`src/rtl/mul_product_accumulator.sv`:
```
`default_nettype none
// ============================================================================
// Module   : mul_product_accumulator
// Summary  : Sums a valid/ready stream of signed 16-bit products into a signed
//            ACC_W accumulator. The result is presented on a registered
//            handshake after the beat flagged last is accepted.
//            Optional macro MUL_ACC_SAT_EN selects a saturating accumulator.
// Revision : 1.0 - initial release
// ============================================================================
module mul_product_accumulator #(
   parameter int ACC_W = 24,
   parameter int CNT_W = 8
) (
   input  logic             clk,
   input  logic             rst_n,
   input  logic             clear,
   input  logic             in_valid,
   output logic             in_ready,
   input  logic [15:0]      in_product,
   input  logic             in_last,
   output logic             out_valid,
   input  logic             out_ready,
   output logic [ACC_W-1:0] out_acc,
   output logic [CNT_W-1:0] out_count,
   output logic             out_ovf
);

   typedef enum logic [0:0] {
      ST_ACCUM = 1'b0,
      ST_HOLD  = 1'b1
   } state_t;

   state_t             r_state;
   logic [ACC_W-1:0]   r_acc;
   logic [CNT_W-1:0]   r_count;
   logic               r_ovf;
   logic               r_out_valid;
   logic [ACC_W-1:0]   r_out_acc;
   logic [CNT_W-1:0]   r_out_count;
   logic               r_out_ovf;

   logic [ACC_W-1:0]   w_prod_ext;
   logic [ACC_W-1:0]   w_sum;
   logic               w_pos_ovf;
   logic               w_neg_ovf;
   logic [ACC_W-1:0]   w_acc_next;
   logic [CNT_W-1:0]   w_count_next;
   logic               w_ovf_next;
   logic               w_accept;

   assign in_ready = (r_state == ST_ACCUM) && !clear;
   assign w_accept = in_valid && in_ready;

   // Overflow only when both operands share a sign and the result flips it.
   always_comb begin
      w_prod_ext = {{(ACC_W-16){in_product[15]}}, in_product};
      w_sum      = r_acc + w_prod_ext;
      w_pos_ovf  = ~r_acc[ACC_W-1] & ~w_prod_ext[ACC_W-1] &  w_sum[ACC_W-1];
      w_neg_ovf  =  r_acc[ACC_W-1] &  w_prod_ext[ACC_W-1] & ~w_sum[ACC_W-1];
      w_ovf_next = r_ovf | w_pos_ovf | w_neg_ovf;
`ifdef MUL_ACC_SAT_EN
      if (w_pos_ovf) begin
         w_acc_next = {1'b0, {(ACC_W-1){1'b1}}};
      end else if (w_neg_ovf) begin
         w_acc_next = {1'b1, {(ACC_W-1){1'b0}}};
      end else begin
         w_acc_next = w_sum;
      end
`else
      w_acc_next = w_sum;
`endif
      if (&r_count) begin
         w_count_next = r_count;
      end else begin
         w_count_next = r_count + CNT_W'(1);
      end
   end

   always_ff @(posedge clk or negedge rst_n) begin
      if (!rst_n) begin
         r_state     <= ST_ACCUM;
         r_acc       <= '0;
         r_count     <= '0;
         r_ovf       <= 1'b0;
         r_out_valid <= 1'b0;
         r_out_acc   <= '0;
         r_out_count <= '0;
         r_out_ovf   <= 1'b0;
      end else if (clear) begin
         r_state     <= ST_ACCUM;
         r_acc       <= '0;
         r_count     <= '0;
         r_ovf       <= 1'b0;
         r_out_valid <= 1'b0;
      end else begin
         case (r_state)
            ST_ACCUM: begin
               if (w_accept) begin
                  r_acc   <= w_acc_next;
                  r_count <= w_count_next;
                  r_ovf   <= w_ovf_next;
                  if (in_last) begin
                     r_out_acc   <= w_acc_next;
                     r_out_count <= w_count_next;
                     r_out_ovf   <= w_ovf_next;
                     r_out_valid <= 1'b1;
                     r_state     <= ST_HOLD;
                  end
               end
            end
            ST_HOLD: begin
               if (r_out_valid && out_ready) begin
                  r_out_valid <= 1'b0;
                  r_acc       <= '0;
                  r_count     <= '0;
                  r_ovf       <= 1'b0;
                  r_state     <= ST_ACCUM;
               end
            end
            default: begin
               r_state <= ST_ACCUM;
            end
         endcase
      end
   end

   assign out_valid = r_out_valid;
   assign out_acc   = r_out_acc;
   assign out_count = r_out_count;
   assign out_ovf   = r_out_ovf;

endmodule
`default_nettype wire

```
`config.mk`:
```
export PLATFORM = sky130hd
export DESIGN_NAME = mul_product_accumulator
export DESIGN_NICKNAME = d
export VERILOG_FILES = /design/src/rtl/mul_product_accumulator.sv
export SDC_FILE = /design/constraint.sdc
export NUM_CORES = 1
export LEC_CHECK = 0
export ABC_AREA = 1
export BUFFER_PORTS_ARGS = -buffer_cell sky130_fd_sc_hd__buf_4
export CAP_MARGIN = 5
export CORE_ASPECT_RATIO = 1.1
export CORE_MARGIN = 5
export CORE_UTILIZATION = 35
export CTS_BUF_LIST = sky130_fd_sc_hd__clkbuf_4
export DETAILED_ROUTE_END_ITERATION = 8
export GPL_TIMING_DRIVEN = 0
export PLACE_DENSITY = 0.58
export SLEW_MARGIN = 25
export SYNTH_ARGS = -nofsm -noshare
export SYNTH_HDL_FRONTEND = slang
export SYNTH_SLANG_ARGS = --single-unit
```
`constraint.sdc`:
```
create_clock -name clk -period 2 [get_ports clk]
set_input_delay 0.4 -clock clk [delete_from_list [all_inputs] [get_ports clk]]
set_output_delay 0.4 -clock clk [all_outputs]
set_load 0.02 [all_outputs]
```
# After elaboration in Yosys (flattened, before gate mapping)

Cells that the tools add are included.

Muxes and demuxes: 22
Bitwise logic cells: 11
Shift operators: 0
Div/mod/pow operators: 0
Reductions and logical operators: 8
Eq/ne operators: 3
Multipliers: 0
Add/sub/neg operators: 2
Magnitude comparators: 0

Operators by type and width:

| kind                                                             | count |
|---|---|
| 24-bit 2-to-1 mux                                                | 3 |
| 24-bit one-hot mux with 2 select lines                           | 1 |
| 8-bit 2-to-1 mux                                                 | 4 |
| 24-bit adder                                                     | 1 |
| 8-bit one-hot mux with 2 select lines                            | 1 |
| 1-bit 2-to-1 mux                                                 | 10 |
| 8-bit by 1-bit adder with 8-bit output (second input constant)   | 1 |
| 8-bit AND reduction                                              | 1 |
| 3-bit != test (second input constant)                            | 2 |
| 1-bit one-hot mux with 2 select lines                            | 3 |
| 1-bit NOT                                                        | 5 |
| 1-bit bitwise AND                                                | 4 |
| 4-bit AND reduction                                              | 1 |
| 1-bit logical AND                                                | 3 |
| 3-bit by 2-bit != test with 1-bit output (second input constant) | 1 |
| 3-bit AND reduction                                              | 1 |
| 1-bit bitwise OR                                                 | 2 |
| 2-bit AND reduction                                              | 1 |
| 1-bit logical NOT                                                | 1 |

Register bits: 68
Memories: 0
Input port bits: 22
Logic and storage cells: 54
Bits in read-only memories: 0
Bits in latches: 0
RAM bits: 0
Output and inout bits: 35

# Depth between registers and ports, before layout

Gate-level depths: netlist of run 1.

Depth after elaboration: 8
Mapped depth: 15
Gate-level depth less buffers: 15

# Worst setup path after synthesis of run 1

No wires, ideal clock.

Kind: in2reg
Start point: input port in_product[0]
End point: register r_acc[18]
Arrival time: 1807 ps
Required time: 1883 ps
Buffers on the path: 0
Library setup time: 117 ps
Stages on the path: 11
Slack: 75 ps
Cells stage by stage: ha_1 inv_1 fa_1 o21ai_2 a21boi_2 o21ai_2 nand2_2 nand2_1 nand2_1 nand3_1 nand2_1

Cells in the longest elaborated chain, start to end: 4

RTL lines:

| item                                   | RTL line | source |
|---|---|---|
| start, declared                        | 19       | `input logic [15:0] in_product,` |
| 24-bit adder                           | 57       | `w_sum = r_acc + w_prod_ext;` |
| 24-bit 2-to-1 mux                      | 98       | `if (w_accept) begin` |
| 24-bit one-hot mux with 2 select lines | 96       | `case (r_state)` |
| 24-bit 2-to-1 mux                      | 89       | `end else if (clear) begin` |
| end signal, assigned                   | 99       | `r_acc <= w_acc_next;` |
| end, declared                          | 34       | `logic [ACC_W-1:0] r_acc;` |

No other way between the ends. The select of a mux whose other input is x is not followed.
A chain may end at the register's enable or synchronous reset.

# Worst setup path in the final report of run 1

Start point: register r_acc[0]
End point: register r_out_acc[22] (netlist: out_acc[22])

Cells in the longest elaborated chain, start to end: 1

RTL lines:

| item                 | RTL line | source |
|---|---|---|
| 24-bit adder         | 57       |  |
| end signal, assigned | 103      | `r_out_acc <= w_acc_next;` |
| end, declared        | 38       | `logic [ACC_W-1:0] r_out_acc;` |

No other way between the ends.

==> qor.yml, run 1 <==
run_status:
  status: "complete, no violations"
timing:
  rsz0062_at_grt: "true"
  slew_headroom: 0.405
  max_freq_mhz: 521
  finalHoldViolCount: 0
  setup_viol_count_final: 0
  fin_skew_ns: 0.0154
  finalMaxSlewViolations: 0
  tightest_slew_ns: 0.892
  post-route-min-period_ns: 1.92
  timing.final.crit_share: 0.960
power:
  cell_internal_pwr_mw: 3.02
  vdd_drop_max_uv: 353
  power_density_nw_per_um2: 911
  p_leak_nw: 2.60
  power_switching_mw: 1.79
  p_seq_frac: 0.372
  pwr-share-comb: 0.389
  clkPwrFrac: 0.239
  power_mw: 4.82
  switching_share: 0.372
setup_path:
  path_max_fanout: 4
  critPathKind: "register to register"
  endpoint: "out_acc[22]"
  required_ns: 2.32
  cp-start-kind: "register"
  r2r_start: "r_acc[0]"
  cp_slowest_cell: "dfrtp_1"
  cp.arrival_ns: 2.24
  worstReg2RegEnd: "out_acc[22]"
  slowest_delay_ns: 0.40
  crit_top_cell: "nand2_1"
  crit_chain: "ha_4 > inv_2 > fa_2 > o21ai_4 > a21boi_4 > o21ai_4 > nand2_2 > nand2_1 > nand2_1 > nand3_1 > nand2_1"
  end_kind: "register"
  rr_worst_depth: 11
  rrSetupSlack_ns: 0.08
  cp-startpoint: "r_acc[0]"
global_routing:
  grt_usage: 0.163
  grt_max_degree: 69
  grt_pass1_wl_mm: 18.0
  grt_pass1_vias: 3753
  overflow: 0
  antenna_found_initial: 1
yosys:
  syn_avg_cell_area_um2: 7.58
  ys_seq_area_frac: 0.415
  synth_ff_type: "dfrtp_1"
  synth_edf_count: 0
  async_reset_ff_frac: 1.00
  synth.net_count: 590
  synthDistinctLibCells: 35
  syn-cell-area_um2: 4100
  ys_ff_latch: 68
  synth_warnings: 0
  synth_cells: 541
min_path:
  worstHoldPathType: "primary input to async pin"
detailed_routing:
  top_layer: "met4"
  vias: 3707
  drcViolationCount: 0
  vias_per_cell: 4.83
  wl_met3_um: 403
  dr.pass1.iters: 4
  ant_nets: 0
  routedWlPerCell_um: 14.5
  m1WireLength_mm: 5.13
  met2_wirelength_mm: 5.32
  wirelength_mm: 11.1
  drt_iter0_drc: 184
floorplan:
  num_rows: 41
  start_util: 0.357
  dieArea_um2: 14000
  die_x_um: 113
  core-area_um2: 11500
  die_y_um: 124
  pin_count: 57
job:
  maxCapViolCount: 0
cts:
  clk_latency_ns: 0.43
  cts.hold.buffers_added: 0
  cts_sinks: 68
  cts_tree: "yes"
  numCtsBuffers: 9
  cts_root_buffer: "clkbuf_4"
  clock_path_buffers: 2
  path_clk_slew_ns: 0.12
  htreeDepth: 3
finish:
  fin_area_um2: 5290
  final_layout_size_suffix_gt1_frac: 0.238
  finalNetCount: 661
  syn2layout_area_growth_pct: 29.0
placement:
  place.port_buffers: 56
  dp_hpwl_mm: 8.53
  placed_area_um2: 4710
  gp_congestion: 0.963
==> through the flow <==
step           TNS, ns  std cells  worst slack, ns  hold slack [ns]  utilization
5_1_grt         -0.186        768          -0.0465            0.142        0.460
3_3_place_gp     -4.83        747           -0.340            0.465        0.410
6_report             0        768           0.0801           0.0803        0.460
4_1_cts              0        764          0.00710           0.0979        0.429
2_1_floorplan        0        541           0.0752            0.104            -
3_5_place_dp     -5.59        747           -0.380            0.467        0.410
==> power groups by stage <==
stage	clock (mW)	combinational (mW)	sequential, mW
CTS	1.19	1.71	1.77
global placement	0	1.67	1.79
floorplan	0	0.854	2.00
finish	1.15	1.87	1.79
detailed placement	0	1.68	1.80
global route	1.24	2.08	1.83
==> routing by layer <==
metal / vias to the layer above / GRT usage
met4: 0 / 0.0699
met5: - / 0
li1: 1897 / -
met3: 21 / 0.0323
met1: 1721 / 0.204
met2: 68 / 0.275
==> area by class of cell <==
cell class / instances / area [um2]
diodes: 1 / 2.50
plain buffers: 11 / 43.8
flip-flops and latches: 68 / 1700
well taps: 150 / 188
clock buffers: 9 / 67.6
inverters: 59 / 221
clock inverters: 7 / 115
multi-input cells: 403 / 2500
fillers: 1160 / 6200
repair buffers: 60 / 450
==> synthesized netlist by cell type (2+ instances only) <==
master,number,share of area
a21oi_1,23,0.028
a21oi_2,2,0.0043
buf_2,2,0.0024
clkbuf_1,9,0.0082
dfrtp_1,68,0.42
ha_1,26,0.079
inv_1,55,0.050
inv_2,3,0.0027
nand2_1,179,0.16
nand2_2,9,0.014
nand3_1,30,0.037
nand3b_1,6,0.011
nand4_1,7,0.011
nor2_1,33,0.030
nor2_2,2,0.0031
nor3_1,4,0.0049
o21ai_0,26,0.032
o21ai_1,21,0.026
o21ai_2,3,0.0064
o21bai_1,3,0.0055
o22ai_1,5,0.0076
xnor2_1,6,0.013
xor2_1,7,0.015
==> cell usage in the layout (no fill, tap or decap), drive strengths merged, types with 6 or more instances in the layout <==
cell type  instances
xor2               8
a21oi             25
xnor2              6
nor2              36
inv               58
buf               62
nand3b             6
clkbuf            18
nand3             31
ha                26
nand4              7
dfrtp             68
nand2            188
o21ai             50
==> what timing repair did <==
action                     CTS  global route
hold endpoints to repair     0             0
resized for setup            6            52
setup buffers                1             3
pin swaps                    3             5
setup endpoints to repair   16            33
==> state kept, by name, summed over array words and instances (netlist names) <==
name and cells:
out_acc 24, out_count 8, out_ovf 1, out_valid 1
r_acc 24, r_count 8, r_ovf 1, r_state 1
==> kinds of logic after synthesis <==
family,after synthesis,synth area share
AND/OR/NAND/NOR,275,0.287
AO/OA/AOI/OAI,87,0.117
buffers and inverters,70,0.0647
flip-flops,68,0.415
adder cells (fa/ha/maj),27,0.0842
XOR/XNOR,14,0.0317
==> worst max-delay path: cells and delay by family (launching register included) <==
kind            cells  cell delay, ns
compound gates      3            0.52
fa+ha+maj           2            0.53
buf+inv             1            0.04
flops               1            0.40
simple gates        5            0.32
==> worst min path at each step <==
| stage | endpoint | slack, ns | cells past startpoint |
|---|---|---|---|
| 6_report | r_acc[9] | 0.08 | 1 |
| 5_1_grt | out_acc[4] | 0.14 | 1 |
| 4_1_cts | out_acc[9] | 0.1 | 1 |
| 3_5_place_dp | out_acc[12] | 0.47 | 2 |
| 3_3_place_gp | r_ovf | 0.46 | 2 |
| 2_1_floorplan | out_acc[0] | 0.10 | 0 |
(Power assumes the default switching activity.)
==> run 2, diff against run 1 <==
- CORE_UTILIZATION: 35 -> 25
- PLACE_DENSITY: 0.58 -> 0.46
==> qor.yml, run 2 (same netlist as run 1, synthesis figures left out) <==
placement:
  place.port_buffers: 56
  dp_hpwl_mm: 9.10
  placed_area_um2: 4770
  pre_cts_slack_ns: -0.451
  post-place-cells: 801
  gp_congestion: 0.852
finish:
  final_layout_size_suffix_gt1_frac: 0.233
  syn2layout_area_growth_pct: 29.6
  finalNetCount: 663
  fin_util: 0.327
  multi_input_area_um2: 2500
  fin_area_um2: 5310
  nFillCells: 1714
  mostFrequentLayoutCell: "nand2_1"
  layout_common_cells: "174 x nand2_1, 68 x dfrtp_1, 62 x buf_4"
  finalNonFillerCells: 822
  register_area_um2: 1700
power:
  pwr-share-comb: 0.416
  cell_internal_pwr_mw: 2.78
  switching_share: 0.389
  power_mw: 4.55
  vdd_drop_max_uv: 278
  p_seq_frac: 0.395
  p_leak_nw: 2.58
  power_density_nw_per_um2: 856
  clkPwrFrac: 0.189
  power_switching_mw: 1.77
setup_path:
  cp_top_family: "compound AO/OA/AOI/OAI gates"
  required_ns: 2.32
  crit_chain: "ha_4 > inv_1 > fa_2 > o21ai_4 > a21boi_4 > o21ai_4 > nand2_2 > nand2_1 > nand2_1 > nand3_1 > nand2_1"
  slowest_delay_ns: 0.40
  critPathKind: "register to register"
  endpoint: "out_acc[22]"
  cp-start-kind: "register"
  crit_top_cell: "nand2_1"
  cp_slowest_cell: "dfrtp_1"
  cp_num_cells: 11
  worstReg2RegEnd: "out_acc[22]"
  rrSetupSlack_ns: 0.06
  r2r_start: "r_acc[0]"
  rr_worst_depth: 11
  end_kind: "register"
  cp-startpoint: "r_acc[0]"
  cp_num_buf_inv: 1
  cp.arrival_ns: 2.27
  path_max_fanout: 4
cts:
  clock_path_buffers: 2
  cts_root_buffer: "clkbuf_4"
  cts_sinks: 68
  numCtsBuffers: 9
  htreeDepth: 3
  clk_latency_ns: 0.43
  cts_tree: "yes"
  path_clk_slew_ns: 0.11
  cts.hold.buffers_added: 0
detailed_routing:
  ant_nets: 0
  vias_per_cell: 4.47
  wirelength_mm: 11.8
  drt_iter0_drc: 153
  drcViolationCount: 0
  dr.pass1.iters: 4
  routedWlPerCell_um: 14.4
  vias: 3675
timing:
  timing.final.crit_share: 0.972
  max_freq_mhz: 514
  finalMaxSlewViolations: 0
  finalSetupTns_ns: 0
  slew_headroom: 0.405
  post-route-min-period_ns: 1.94
  finalHoldViolCount: 0
  rsz0062_at_grt: "true"
  setup_slack_ns: 0.0554
  tightest_slew_ns: 0.892
  fin_skew_ns: 0.0119
  holdWs_ns: 0.0927
  setup_viol_count_final: 0
global_routing:
  grt_pass1_vias: 3846
  overflow: 0
  grt_usage: 0.127
  grt_max_degree: 69
  antenna_found_initial: 1
  grt_pass1_wl_mm: 19.3
floorplan:
  start_util: 0.252
  core-area_um2: 16200
  num_rows: 49
  die_y_um: 144
  die_x_um: 132
  dieArea_um2: 19100
  pin_count: 57
min_path:
  worstHoldPathType: "primary input to async pin"
job:
  maxCapViolCount: 0
run_status:
  status: "complete, no violations"
## run 2: cell types whose count changed in the layout (fill, tap and decap cells not counted), moves of 2 or more
cell | before | now
buf_4 | 60 | 62
nor3_1 | 2 | 4
ha_4 | 19 | 22
ha_1 | 7 | 4
nor3_2 | 3 | 1
bufinv_16 | 3 | 1
a21oi_4 | 2 | 0
## run 2: routing by layer
layer / part of all wire / up-vias / wire [um] / track usage
li1: - / 1897 / - / -
met1: 0.46 / 1721 / 5430 / 0.155
met2: 0.49 / 47 / 5780 / 0.221
met4: 0.017 / 0 / 205 / 0.0449
met5: 0 / - / 0 / 0
met3: 0.033 / 10 / 394 / 0.0264
## run 2: how the worst min path moves through the flow
stage               startpoint          to  slack, ns
floorplan                rst_n  out_acc[0]       0.10
global placement         r_ovf       r_ovf       0.47
detailed placement       r_ovf       r_ovf       0.46
CTS                      rst_n     r_state       0.10
global route             rst_n  out_acc[2]       0.16
finish                   rst_n  out_acc[2]       0.09
## run 2: worst register-to-register path: cells and delay by family, from the launching register on
family | cells | cell delay (ns)
compound gates | 3 | 0.55
fa+ha+maj | 2 | 0.50
buf+inv | 1 | 0.04
flops | 1 | 0.40
simple gates | 5 | 0.34
## run 2: what timing repair did
item                                   CTS  global route
setup endpoints to repair               17            31
pin swaps                                2             6
setup buffers                            1             5
gates resized for setup                  9            45
endpoints found under the hold margin    0             0
## run 2: power by group through the flow
stage / clock network, mW / registers (mW) / logic [mW]
2_1_floorplan: 0 / 2.00 / 0.854
5_1_grt: 0.956 / 1.84 / 2.11
4_1_cts: 0.908 / 1.78 / 1.74
6_report: 0.861 / 1.80 / 1.89
3_5_place_dp: 0 / 1.80 / 1.70
3_3_place_gp: 0 / 1.79 / 1.69
## run 2: final cells by class
class,count,area share
Timing Repair Buffer,62,0.0876
Inverter,59,0.0417
Clock inverter,4,0.00801
Clock buffer,10,0.0141
Antenna cell,1,0.000471
Tap cell,204,0.0481
Multi-Input combinational cell,403,0.471
Sequential cell,68,0.320
Buffer,11,0.00825
==> run 3, diff against run 2 <==
- CELL_PAD_IN_SITES_DETAIL_PLACEMENT: unset -> 1
- CELL_PAD_IN_SITES_GLOBAL_PLACEMENT: unset -> 1
- PLACE_DENSITY: 0.46 -> 0.57
==> qor.yml, run 3 (same netlist as run 1, synthesis figures left out) <==
setup_path:
  path_max_fanout: 5
  required_ns: 2.32
  critPathKind: "register to register"
  end_kind: "register"
  cp-start-kind: "register"
  cp.arrival_ns: 2.28
floorplan:
  dieArea_um2: 19100
  die_x_um: 132
  pin_count: 57
  die_y_um: 144
  num_rows: 49
  core-area_um2: 16200
  start_util: 0.252
placement:
  place.port_buffers: 56
  gp_congestion: 0.841
  dp_hpwl_mm: 9.71
  placed_area_um2: 4770
finish:
  multi_input_area_um2: 2570
  syn2layout_area_growth_pct: 31.9
  mostFrequentLayoutCell: "nand2_1"
  final_layout_size_suffix_gt1_frac: 0.270
  fin_area_um2: 5410
  nFillCells: 1941
  layout_common_cells: "164 x nand2_1, 68 x dfrtp_1, 63 x buf_4"
  finalNetCount: 664
  register_area_um2: 1700
timing:
  fin_skew_ns: 0.0219
  finalMaxSlewViolations: 0
  setup_viol_count_final: 0
  finalSetupTns_ns: 0
  timing.final.crit_share: 0.983
  max_freq_mhz: 509
  finalHoldViolCount: 0
  rsz0062_at_grt: "true"
  post-route-min-period_ns: 1.97
  tightest_slew_ns: 0.914
  holdWs_ns: 0.103
  slew_headroom: 0.391
cts:
  path_clk_slew_ns: 0.12
  cts.hold.buffers_added: 0
  cts_sinks: 68
  numCtsBuffers: 9
  clk_latency_ns: 0.41
  htreeDepth: 3
  cts_root_buffer: "clkbuf_4"
  clock_path_buffers: 2
  cts_tree: "yes"
detailed_routing:
  drt_iter0_drc: 173
  drcViolationCount: 0
  vias: 3815
  routedWlPerCell_um: 15.5
  wirelength_mm: 12.8
  vias_per_cell: 4.63
  dr.pass1.iters: 4
  ant_nets: 0
global_routing:
  grt_pass1_vias: 4028
  grt_pass1_wl_mm: 20.5
  grt_max_degree: 69
  grt_usage: 0.134
  overflow: 0
  antenna_found_initial: 1
min_path:
  worstHoldPathType: "primary input to async pin"
power:
  vdd_drop_max_uv: 247
  power_density_nw_per_um2: 868
  p_leak_nw: 2.61
job:
  maxCapViolCount: 0
run_status:
  status: "complete, no violations"
[run 3: cell types whose count changed in the layout (fill, tap and decap cells not counted), sizes merged]
cell / previous run / this run
clkinv: 4 / 3
buf: 64 / 65
clkinvlp: 0 / 1
clkbuf: 19 / 20
[run 3: worst paths after layout]
kind	startpoint	end	slack, ns	cells past startpoint
worst max-delay path	r_acc[16]	r_acc[22]	0.03	9
worst min-delay path	rst_n	out_acc[2]	0.10	1
worst max register to register	r_acc[16]	r_acc[22]	0.03	9
worst min register to register	r_ovf	r_ovf	0.50	2
max in group asynchronous	rst_n	out_acc[10]	1.29	1
min in group clk	in_last	out_valid	0.23	3
[run 3: timing repair]
| action | 4_1_cts | 5_1_grt |
|---|---|---|
| gates resized for setup | 14 | 63 |
| pin swaps | 3 | 13 |
| endpoints found under the setup margin | 19 | 39 |
| buffers inserted | 2 | 5 |
[run 3: final cells by class]
class | instances | area share
Multi-Input combinational cell | 403 | 0.476
Sequential cell | 68 | 0.315
Timing Repair Buffer | 63 | 0.0875
Tap cell | 204 | 0.0472
Inverter | 59 | 0.0410
Clock buffer | 11 | 0.0153
Clock inverter | 4 | 0.00949
Buffer | 11 | 0.00833
Antenna cell | 1 | 0.000463
[run 3: layer usage]
layer	GRT usage	up-vias	share of wire
li1	-	1895	-
met1	0.168	1864	0.45
met2	0.232	48	0.50
met3	0.0261	8	0.032
met4	0.0460	0	0.014
met5	0	-	0
[run 3: critical path, cell delays in order (launching register included)]
cell and delay (ns):
dfrtp_1 0.44, ha_4 0.25, nand2_1 0.21, nor2_1 0.09, nor2_1 0.24, o21bai_1 0.10
a21oi_1 0.23, nand3b_1 0.15, nand3_1 0.11, nand2_1 0.05
[run 3: through the flow]
step / total power [mW] / cells / util / worst slack, ns
global route: 5.04 / 824 / 0.333 / -0.0445
global placement: 3.49 / 801 / 0.294 / -0.435
CTS: 4.53 / 818 / 0.307 / -0.0183
floorplan: 2.85 / 541 / - / 0.0752
finish: 4.69 / 824 / 0.333 / 0.0339
detailed placement: 3.53 / 801 / 0.294 / -0.452
[run 3: power by group]
group / internal (mW) / switching (mW) / total [mW]
Sequential: 1.63 / 0.179 / 1.80
Combinational: 0.806 / 1.16 / 1.96
Clock: 0.403 / 0.522 / 0.925
